## src/rtl/execute_unit.sv

```systemverilog
// EX stage of the multi-cycle MIPS-subset core: ALU, branch/jump PC update and
// an optional iterative shift-add MULTU, enabled by defining EX_MULT_EN.
module execute_unit #(
   parameter int DATA_W = 8,
   parameter int PC_W = 8,
   parameter logic [PC_W-1:0] RESET_PC = '0
) (
   input  logic              clk,
   input  logic              rst,
   input  logic [2:0]        state,
   input  logic [5:0]        opcode,
   input  logic [5:0]        func,
   input  logic [4:0]        shamt,
   input  logic [DATA_W-1:0] rsv,
   input  logic [DATA_W-1:0] rtv,
   input  logic [15:0]       imm,
   output logic [DATA_W-1:0] result,
   output logic              result_valid,
   output logic [PC_W-1:0]   program_counter,
   output logic              busy,
   output logic              ex_done
);

   localparam logic [2:0] STATE_EX   = 3'd2;
   localparam logic [5:0] OP_RTYPE   = 6'h00;
   localparam logic [5:0] OP_J       = 6'h02;
   localparam logic [5:0] OP_BEQ     = 6'h04;
   localparam logic [5:0] OP_BNE     = 6'h05;
   localparam logic [5:0] OP_ADDIU   = 6'h09;
   localparam logic [5:0] OP_LW      = 6'h23;
   localparam logic [5:0] OP_SW      = 6'h2B;
   localparam logic [5:0] FUNC_SLL   = 6'h00;
   localparam logic [5:0] FUNC_SRL   = 6'h02;
   localparam logic [5:0] FUNC_MULTU = 6'h19;
   localparam logic [5:0] FUNC_ADDU  = 6'h21;
   localparam logic [5:0] FUNC_SUBU  = 6'h23;
   localparam logic [5:0] FUNC_AND   = 6'h24;
   localparam logic [5:0] FUNC_OR    = 6'h25;
   localparam logic [5:0] FUNC_XOR   = 6'h26;
   localparam logic [5:0] FUNC_SLT   = 6'h2A;
   localparam logic [5:0] FUNC_SLTU  = 6'h2B;

   logic [DATA_W-1:0] result_q;
   logic              result_valid_q;
   logic [PC_W-1:0]   pc_q;
   logic              ex_done_q;

   logic [DATA_W-1:0] result_d;
   logic              result_valid_d;
   logic [PC_W-1:0]   pc_d;
   logic              start_mult_s;

   logic [DATA_W-1:0] imm_data_s;
   logic [PC_W-1:0]   imm_pc_s;
   logic [PC_W-1:0]   jmp_pc_s;
   logic [PC_W-1:0]   pc_inc_s;
   logic              shift_ok_s;

   assign imm_data_s = DATA_W'({{DATA_W{imm[15]}}, imm});
   assign imm_pc_s   = PC_W'({{PC_W{imm[15]}}, imm});
   assign jmp_pc_s   = PC_W'({{PC_W{1'b0}}, imm});
   assign pc_inc_s   = pc_q + PC_W'(1);
   assign shift_ok_s = ({27'd0, shamt} < 32'(DATA_W));

   // Single-cycle decode: next result, writeback flag and next PC
   always_comb begin
      result_d       = result_q;
      result_valid_d = 1'b0;
      pc_d           = pc_inc_s;
      start_mult_s   = 1'b0;
      case (opcode)
         OP_RTYPE: begin
            result_valid_d = 1'b1;
            case (func)
               FUNC_ADDU: result_d = rsv + rtv;
               FUNC_SUBU: result_d = rsv - rtv;
               FUNC_AND:  result_d = rsv & rtv;
               FUNC_OR:   result_d = rsv | rtv;
               FUNC_XOR:  result_d = rsv ^ rtv;
               FUNC_SLT:  result_d = {{(DATA_W-1){1'b0}}, ($signed(rsv) < $signed(rtv))};
               FUNC_SLTU: result_d = {{(DATA_W-1){1'b0}}, (rsv < rtv)};
               FUNC_SLL:  result_d = shift_ok_s ? (rtv << shamt) : '0;
               FUNC_SRL:  result_d = shift_ok_s ? (rtv >> shamt) : '0;
`ifdef EX_MULT_EN
               FUNC_MULTU: begin
                  result_valid_d = 1'b0;
                  start_mult_s   = 1'b1;
               end
`endif
               default:   result_valid_d = 1'b0;
            endcase
         end
         OP_ADDIU, OP_LW: begin
            result_d       = rsv + imm_data_s;
            result_valid_d = 1'b1;
         end
         OP_SW:  result_d = rsv + imm_data_s;
         OP_BEQ: begin
            if (rsv == rtv) pc_d = pc_q + imm_pc_s;
            else            pc_d = pc_inc_s;
         end
         OP_BNE: begin
            if (rsv != rtv) pc_d = pc_q + imm_pc_s;
            else            pc_d = pc_inc_s;
         end
         OP_J:    pc_d = jmp_pc_s;
         default: pc_d = pc_inc_s;
      endcase
   end

`ifdef EX_MULT_EN
   localparam int CNT_W = $clog2(DATA_W + 1);

   logic              busy_q;
   logic [DATA_W-1:0] mcand_q;
   logic [DATA_W-1:0] mplier_q;
   logic [DATA_W-1:0] acc_q;
   logic [CNT_W-1:0]  cnt_q;
   logic [DATA_W-1:0] mult_sum_s;

   assign mult_sum_s = acc_q + (mplier_q[0] ? mcand_q : '0);
   assign busy       = busy_q;
`else
   assign busy       = 1'b0;
`endif

   // Architectural state, plus the shift-add multiplier when present
   always_ff @(posedge clk) begin
      if (rst) begin
         result_q       <= '0;
         result_valid_q <= 1'b0;
         pc_q           <= RESET_PC;
         ex_done_q      <= 1'b0;
`ifdef EX_MULT_EN
         busy_q         <= 1'b0;
         mcand_q        <= '0;
         mplier_q       <= '0;
         acc_q          <= '0;
         cnt_q          <= '0;
`endif
      end else begin
         ex_done_q <= 1'b0;
`ifdef EX_MULT_EN
         if (busy_q) begin
            // Leaving EX mid-multiply drops the operation without side effects
            if (state != STATE_EX) begin
               busy_q <= 1'b0;
            end else if (cnt_q == CNT_W'(1)) begin
               busy_q         <= 1'b0;
               result_q       <= mult_sum_s;
               result_valid_q <= 1'b1;
               pc_q           <= pc_inc_s;
               ex_done_q      <= 1'b1;
            end else begin
               acc_q    <= mult_sum_s;
               mcand_q  <= mcand_q << 1;
               mplier_q <= mplier_q >> 1;
               cnt_q    <= cnt_q - CNT_W'(1);
            end
         end else
`endif
         if (state == STATE_EX) begin
            if (start_mult_s) begin
`ifdef EX_MULT_EN
               busy_q         <= 1'b1;
               result_valid_q <= 1'b0;
               mcand_q        <= rsv;
               mplier_q       <= rtv;
               acc_q          <= '0;
               cnt_q          <= CNT_W'(DATA_W);
`endif
            end else begin
               result_q       <= result_d;
               result_valid_q <= result_valid_d;
               pc_q           <= pc_d;
               ex_done_q      <= 1'b1;
            end
         end
      end
   end

   assign result          = result_q;
   assign result_valid    = result_valid_q;
   assign program_counter = pc_q;
   assign ex_done         = ex_done_q;

endmodule

```

## config.mk

```make
export PLATFORM = sky130hd
export DESIGN_NAME = execute_unit
export DESIGN_NICKNAME = d
export VERILOG_FILES = /design/src/rtl/execute_unit.sv
export SDC_FILE = /design/constraint.sdc
export NUM_CORES = 1
export LEC_CHECK = 0
export CORE_UTILIZATION = 48
export CTS_CLUSTER_SIZE = 30
export DETAILED_ROUTE_END_ITERATION = 10
export GPL_TIMING_DRIVEN = 0
export HOLD_SLACK_MARGIN = 0.02
export PLACE_DENSITY = 0.75
export SLEW_MARGIN = 40
export SYNTH_ARGS = -nofsm -noshare
export SYNTH_HDL_FRONTEND = slang
export SYNTH_SLANG_ARGS = --single-unit
export TNS_END_PERCENT = 20
```

## constraint.sdc

```tcl
create_clock -name clk -period 2.2 [get_ports clk]
set_input_delay 0.22 -clock clk [delete_from_list [all_inputs] [get_ports clk]]
set_output_delay 0.22 -clock clk [all_outputs]
set_load 0.01 [all_outputs]
```

## After elaboration in Yosys (flattened, before gate mapping)

Cells that the tools add are included.

| word-level totals | value |
|---|---|
| output and inout bits | 19 |
| input port bits | 54 |
| bits in registers | 18 |
| word-level logic and storage cells | 52 |

| operators by class | value |
|---|---|
| eq/ne operators | 18 |
| $lt $le $gt $ge | 3 |
| reduce and logical (&&, ||, !) cells | 7 |
| multiplexer cells | 10 |
| shift operators | 2 |
| $add $sub $neg | 5 |
| bitwise operators | 3 |

Operators with widths:

| kind | count |
|---|---|
| $pmux W8 S9 | 1 |
| $eq A6 B6 Y1 const B | 9 |
| $mux W8 | 4 |
| $add A8 B8 Y8 | 3 |
| $pmux W8 S3 | 1 |
| $lt A8 B8 Y1 | 2 |
| $pmux W8 S2 | 1 |
| $eq A6 B2 Y1 const B | 2 |
| $eq A6 B3 Y1 const B | 2 |
| $logic_not A6 Y1 | 2 |
| $ne A10 B10 Y1 const B | 1 |
| $reduce_or A9 Y1 | 1 |
| $add A8 B1 Y8 const B | 1 |
| $and A8 B8 Y8 | 1 |
| $eq A8 B8 Y1 | 1 |
| $ne A8 B8 Y1 | 1 |
| $or A8 B8 Y8 | 1 |
| $shl A8 B5 Y8 | 1 |
| $shr A8 B5 Y8 | 1 |
| $sub A8 B8 Y8 | 1 |
| $xor A8 B8 Y8 | 1 |
| $eq A6 B4 Y1 const B | 1 |
| $lt A5 B4 Y1 const B | 1 |
| $eq A3 B2 Y1 const B | 1 |
| 6 further kinds | 7 |

## Logic depth before layout (Yosys ltp)

| logic depth | value |
|---|---|
| depth after elaboration | 4 |
| gate-level depth with buffers | 10 |
| mapped depth without buffers | 10 |

## Worst setup path after synthesis

No wires, ideal clock.

| timing path | value |
|---|---|
| kind | input -> register |
| start point | input port rsv[2] |
| end point | register result_q[7] (netlist: result[7]) |
| required time | 2.070 ns |
| setup slack | 0.113 ns |
| setup time | 0.130 ns |
| arrival | 1.957 ns |
| stages on the path | 9 |
| path buffers | 1 |
| cells stage by stage | inv_1 > ha_1 > buf_2 > and3_1 > a2111oi_4 > a21oi_1 > xor2_1 > a2111oi_0 > a21oi_1 |

| on the way | value |
|---|---|
| longest elaborated chain between the ends | 3 |
| elaborated cells on any way between the ends | 5 |
| classes of those cells | 3 x add/sub; 2 x mux |

Ends and longest elaborated chain:

| what | line | source |
|---|---|---|
| from (decl) | 14 | `input logic [DATA_W-1:0] rsv,` |
| $sub A8 B8 Y8 or $add A8 B8 Y8 (tied branches) | 76, 75 |  |
| $pmux W8 S9 | 74 | `case (func)` |
| $pmux W8 S2 * | 71 | `case (opcode)` |
| to (signal assigned) | 173 | `result_q <= result_d;` |
| to (decl) | 43 | `logic [DATA_W-1:0] result_q;` |

Every way passes the cells marked *; elsewhere a longest branch is shown, timed or not.
A chain may end at the register's enable or synchronous reset.

## Worst setup path in the final report

| timing path | value |
|---|---|
| start point | input port opcode[3] |
| end point | register result_q[7] (netlist: result[7]) |

| on the way | value |
|---|---|
| longest elaborated chain between the ends | 4 |
| elaborated cells on any way between the ends | 9 |
| classes of those cells | 4 x eq/ne; 1 x mux; 4 x reduce/logical |

Ends and longest elaborated chain:

| what | line | source |
|---|---|---|
| from (decl) | 11 | `input logic [5:0] opcode,` |
| $eq A6 B4 Y1 or $eq A6 B6 Y1 (tied branches) | 71 |  |
| $reduce_or A3 Y1 (no source line) | n/a |  |
| $reduce_bool A2 Y1 (no source line) | n/a |  |
| $reduce_and A3 Y1 (no source line) | n/a |  |

Parallel ways exist; a longest one is shown, timed or not.

==> results.sh <==
export IMPL_outcome="finished clean"
export IMPL_grt_setup_unrepaired="true"
export IMPL_worstSetupStartpointType="input pin"
export IMPL_synth_top_family_by_area="compound AO/OA/AOI/OAI gates"
export IMPL_drc=0
export IMPL_critPathBufInv=2
export IMPL_critical_path_depth=7
export IMPL_drive_gt1_share_pct=18.30
export IMPL_grt_overflow=0
export IMPL_p_clk_share_pct=18.6
export IMPL_drt_vias_per_instance=6.322
export IMPL_finalSetupViolCount=0
export IMPL_cpPeakStageDelay_ns=0.50
export IMPL_clockRootBuffer="clkbuf_8"
export IMPL_ios=73
export IMPL_p_total_mw=1.320
export IMPL_timing_final_crit_share_pct=98.71
export IMPL_path_cells="clkdlybuf4s50_1, or3b_1, a21boi_4, o21ai_2, buf_6, a2111o_1, a21oi_1"
export IMPL_insertion_delay_ns=0.26
export IMPL_drtIter0Drc=339
export IMPL_synth_fp_nets=553
export IMPL_drv_slew=0
export IMPL_dieHeight_um=87.83
export IMPL_yosys_area_share_simple_pct=21.94
export IMPL_max_freq_mhz=460.5
export IMPL_synth_seq_area_share_pct=10.19
export IMPL_dr_pass1_iters=4
export IMPL_start_util_pct=50.92
export IMPL_ys_async_sr_fraction_pct=0
export IMPL_grt_max_degree=11
export IMPL_cts_htree_levels=1
export IMPL_synthMuxAreaShare_pct=9.059
export IMPL_min_path_type="reg -> reg"
export IMPL_cts_hold_buf=0
export IMPL_synth_cells=456
export IMPL_crit_type="in -> reg"
export IMPL_synthAdderAreaFrac_pct=16.07
export IMPL_wire_per_inst_um=18.98
export IMPL_period_needed_ns=2.172
export IMPL_wirelength_um=11670
export IMPL_num_antenna_cells=0
export IMPL_syn_cell_area_mm2=0.003536
export IMPL_rows=30
export IMPL_grt_pass1_vias=3459
export IMPL_die_width_um=87.83
export IMPL_p_int_mw=0.7837
export IMPL_cts_tree="yes"
export IMPL_synth_compound_area_share_pct=28.87
export IMPL_fin_ws_ns=0.02836
export IMPL_p_per_area_mw_per_mm2=293.8
export IMPL_clock_skew_ns=0.003823
export IMPL_crit_family="compound AO/OA/AOI/OAI gates"
export IMPL_grt_total_usage_pct=29.71
export IMPL_antenna_found_initial=0
export IMPL_dp_cells=611
export IMPL_final_cells=615
export IMPL_gp_congestion=0.9361
export IMPL_numCtsBuffers=3
export IMPL_reg2reg_depth=7
export IMPL_grt_pass1_wl_um=17730
export IMPL_dieArea_mm2=0.007713
export IMPL_slowest_stage="clkdlybuf4s50_1"
export IMPL_crit_path_end_kind="register"
export IMPL_syn_to_final_growth_pct=27.11
export IMPL_worstPathRequired_ns=2.39
export IMPL_power_switching_mw=0.5367
export IMPL_io_buffers=59
export IMPL_vias=3888
export IMPL_yosys_area_share_xor_xnor_pct=4.706
export IMPL_synth_avg_cell_area_um2=7.754
export IMPL_seq_power_share_pct=26.0
export IMPL_relSlewSlack_pct=57.12
export IMPL_synth_cell_types=80
export IMPL_finalNetCount=618
export IMPL_clk_pin_slew_ns=0.08
export IMPL_ys_warn_count=0
export IMPL_clkSinkCount=18
export IMPL_hold_viol_final=0
export IMPL_sw_frac_of_total_pct=40.65
export IMPL_maxCapViolations=0
export IMPL_clk_path_buf_depth=2
export IMPL_combPwrFrac_pct=55.3
export IMPL_ys_ff_latch=18
export IMPL_finalSetupTns_ns=0
export IMPL_hold_path_depth=2
export IMPL_pre_cts_slack_ns=-1.230
export IMPL_tightest_slew_ns=0.6349
export IMPL_synth_main_ff_cell="dfxtp_1"
export IMPL_core_region_area_mm2=0.006944
export IMPL_final_util_pct=64.72
export IMPL_peakVddDrop_mv=0.2171
export IMPL_crit_fanout=10
export IMPL_arrival_ns=2.37
export IMPL_synth_edf_count=0
export IMPL_leakage_nw=1.862
export IMPL_dp_hpwl_um=8960
export IMPL_ant_nets=0
cell usage after synthesis, types with 5 or more instances:
master    instances  share of area (%)
o21ai_0          17                2.4
a221oi_1          9                2.2
nand2_1          23                2.4
nor2b_1           6                1.1
a211oi_1         11                2.3
nor4_1            7                1.2
a21oi_1          34                4.8
inv_1            43                4.6
and3_1            6                1.1
buf_2             9                1.3
o211ai_1          5                1.1
nand3_1          14                2.0
o21a_1            6                1.3
xnor2_1           9                2.2
nor3_1           22                3.1
clkbuf_1         13                1.4
mux2i_1          14                4.0
nand2b_1          6                1.1
ha_1             39                 14
nor2_1           33                3.5
mux4_2            7                4.5
xor2_1           10                2.5
dfxtp_1          18                 10
worst register-to-register path, delay by kind of cell, from the launching register on:
family                   cells  cell delay, ns
XOR/XNOR                     1            0.10
flip-flops                   1            0.36
AO/OA/AOI/OAI                4            0.74
adder cells (fa/ha/maj)      2            0.64
cells in the final DEF (no fill, tap or decap), drive strengths merged, types with 8 or more instances in the layout:
cell / n
xor2: 10
o21ai: 19
dfxtp: 18
nor2: 34
ha: 39
buf: 18
mux2i: 14
clkdlybuf4s50: 39
nor3: 23
a211oi: 11
and3: 8
clkbuf: 20
nor4: 8
nand3: 14
xnor2: 9
inv: 43
a21oi: 34
nand2: 23
a221oi: 9
stage by stage:
| step | area (um^2) | hold WS, ns |
|---|---|---|
| floorplan | 3536 | 0.4120 |
| global placement | 4247 | 0.4385 |
| detailed placement | 4247 | 0.4503 |
| CTS | 4398 | 0.4606 |
| global route | 4494 | 0.4812 |
| finish | 4494 | 0.4563 |
final timing paths:
| path | start | slack, ns | to |
|---|---|---|---|
| max | opcode[3] | 0.03 | result[7] |
| min | result[2] | 0.46 | result[2] |
| min reg2reg | result[2] | 0.46 | result[2] |
| max reg2reg | program_counter[0] | 0.22 | program_counter[4] |
flip-flops by register name, summed over array words and instances (netlist names):
name,count
program_counter,8
ex_done,1
result,8
result_valid,1
layer usage:
layer / vias to the layer above / GRT usage (%) / wire length [um]
met5: - / 0 / 0
met4: 0 / 2.235 / 71
met3: 10 / 4.430 / 815
met2: 175 / 46.30 / 5217
met1: 1874 / 44.74 / 5565
li1: 1829 / - / -
power by group through the flow:
stage                     clock network, mW  registers [mW]  logic (mW)
after global routing                  0.267           0.345       0.787
after global placement                    0           0.351       0.643
after CTS                             0.249           0.343       0.686
after floorplan                           0           0.353       0.418
final                                 0.246           0.344       0.731
after detailed placement                  0           0.351       0.658
layout make-up:
class,instances,area [um^2]
sequential,18,360.3
clock buffer,3,41.29
buffer,23,156.4
timing repair buffer,65,600.6
tap,96,120.1
multi-input combinational,367,3054
fill,628,2450
inverter,43,161.4
kinds of logic after synthesis:
group                      Yosys count
AOI/OAI and AO/OA                  140
xor gates and xnor gates            19
adders and majority gates           43
buffers and inverters               71
DFF                                 18
muxes                               23
other                                1
and+or+nand+nor                    141
repair_timing:
| item | CTS | global route |
|---|---|---|
| setup endpoints to repair | 15 | 14 |
| pin swaps | 8 | 7 |
| hold endpoints to repair | 0 | 0 |
| resized for setup | 65 | 32 |
| setup buffers | 4 | 2 |
| gates cloned | 0 | 0 |
(Power assumes the default switching activity.)
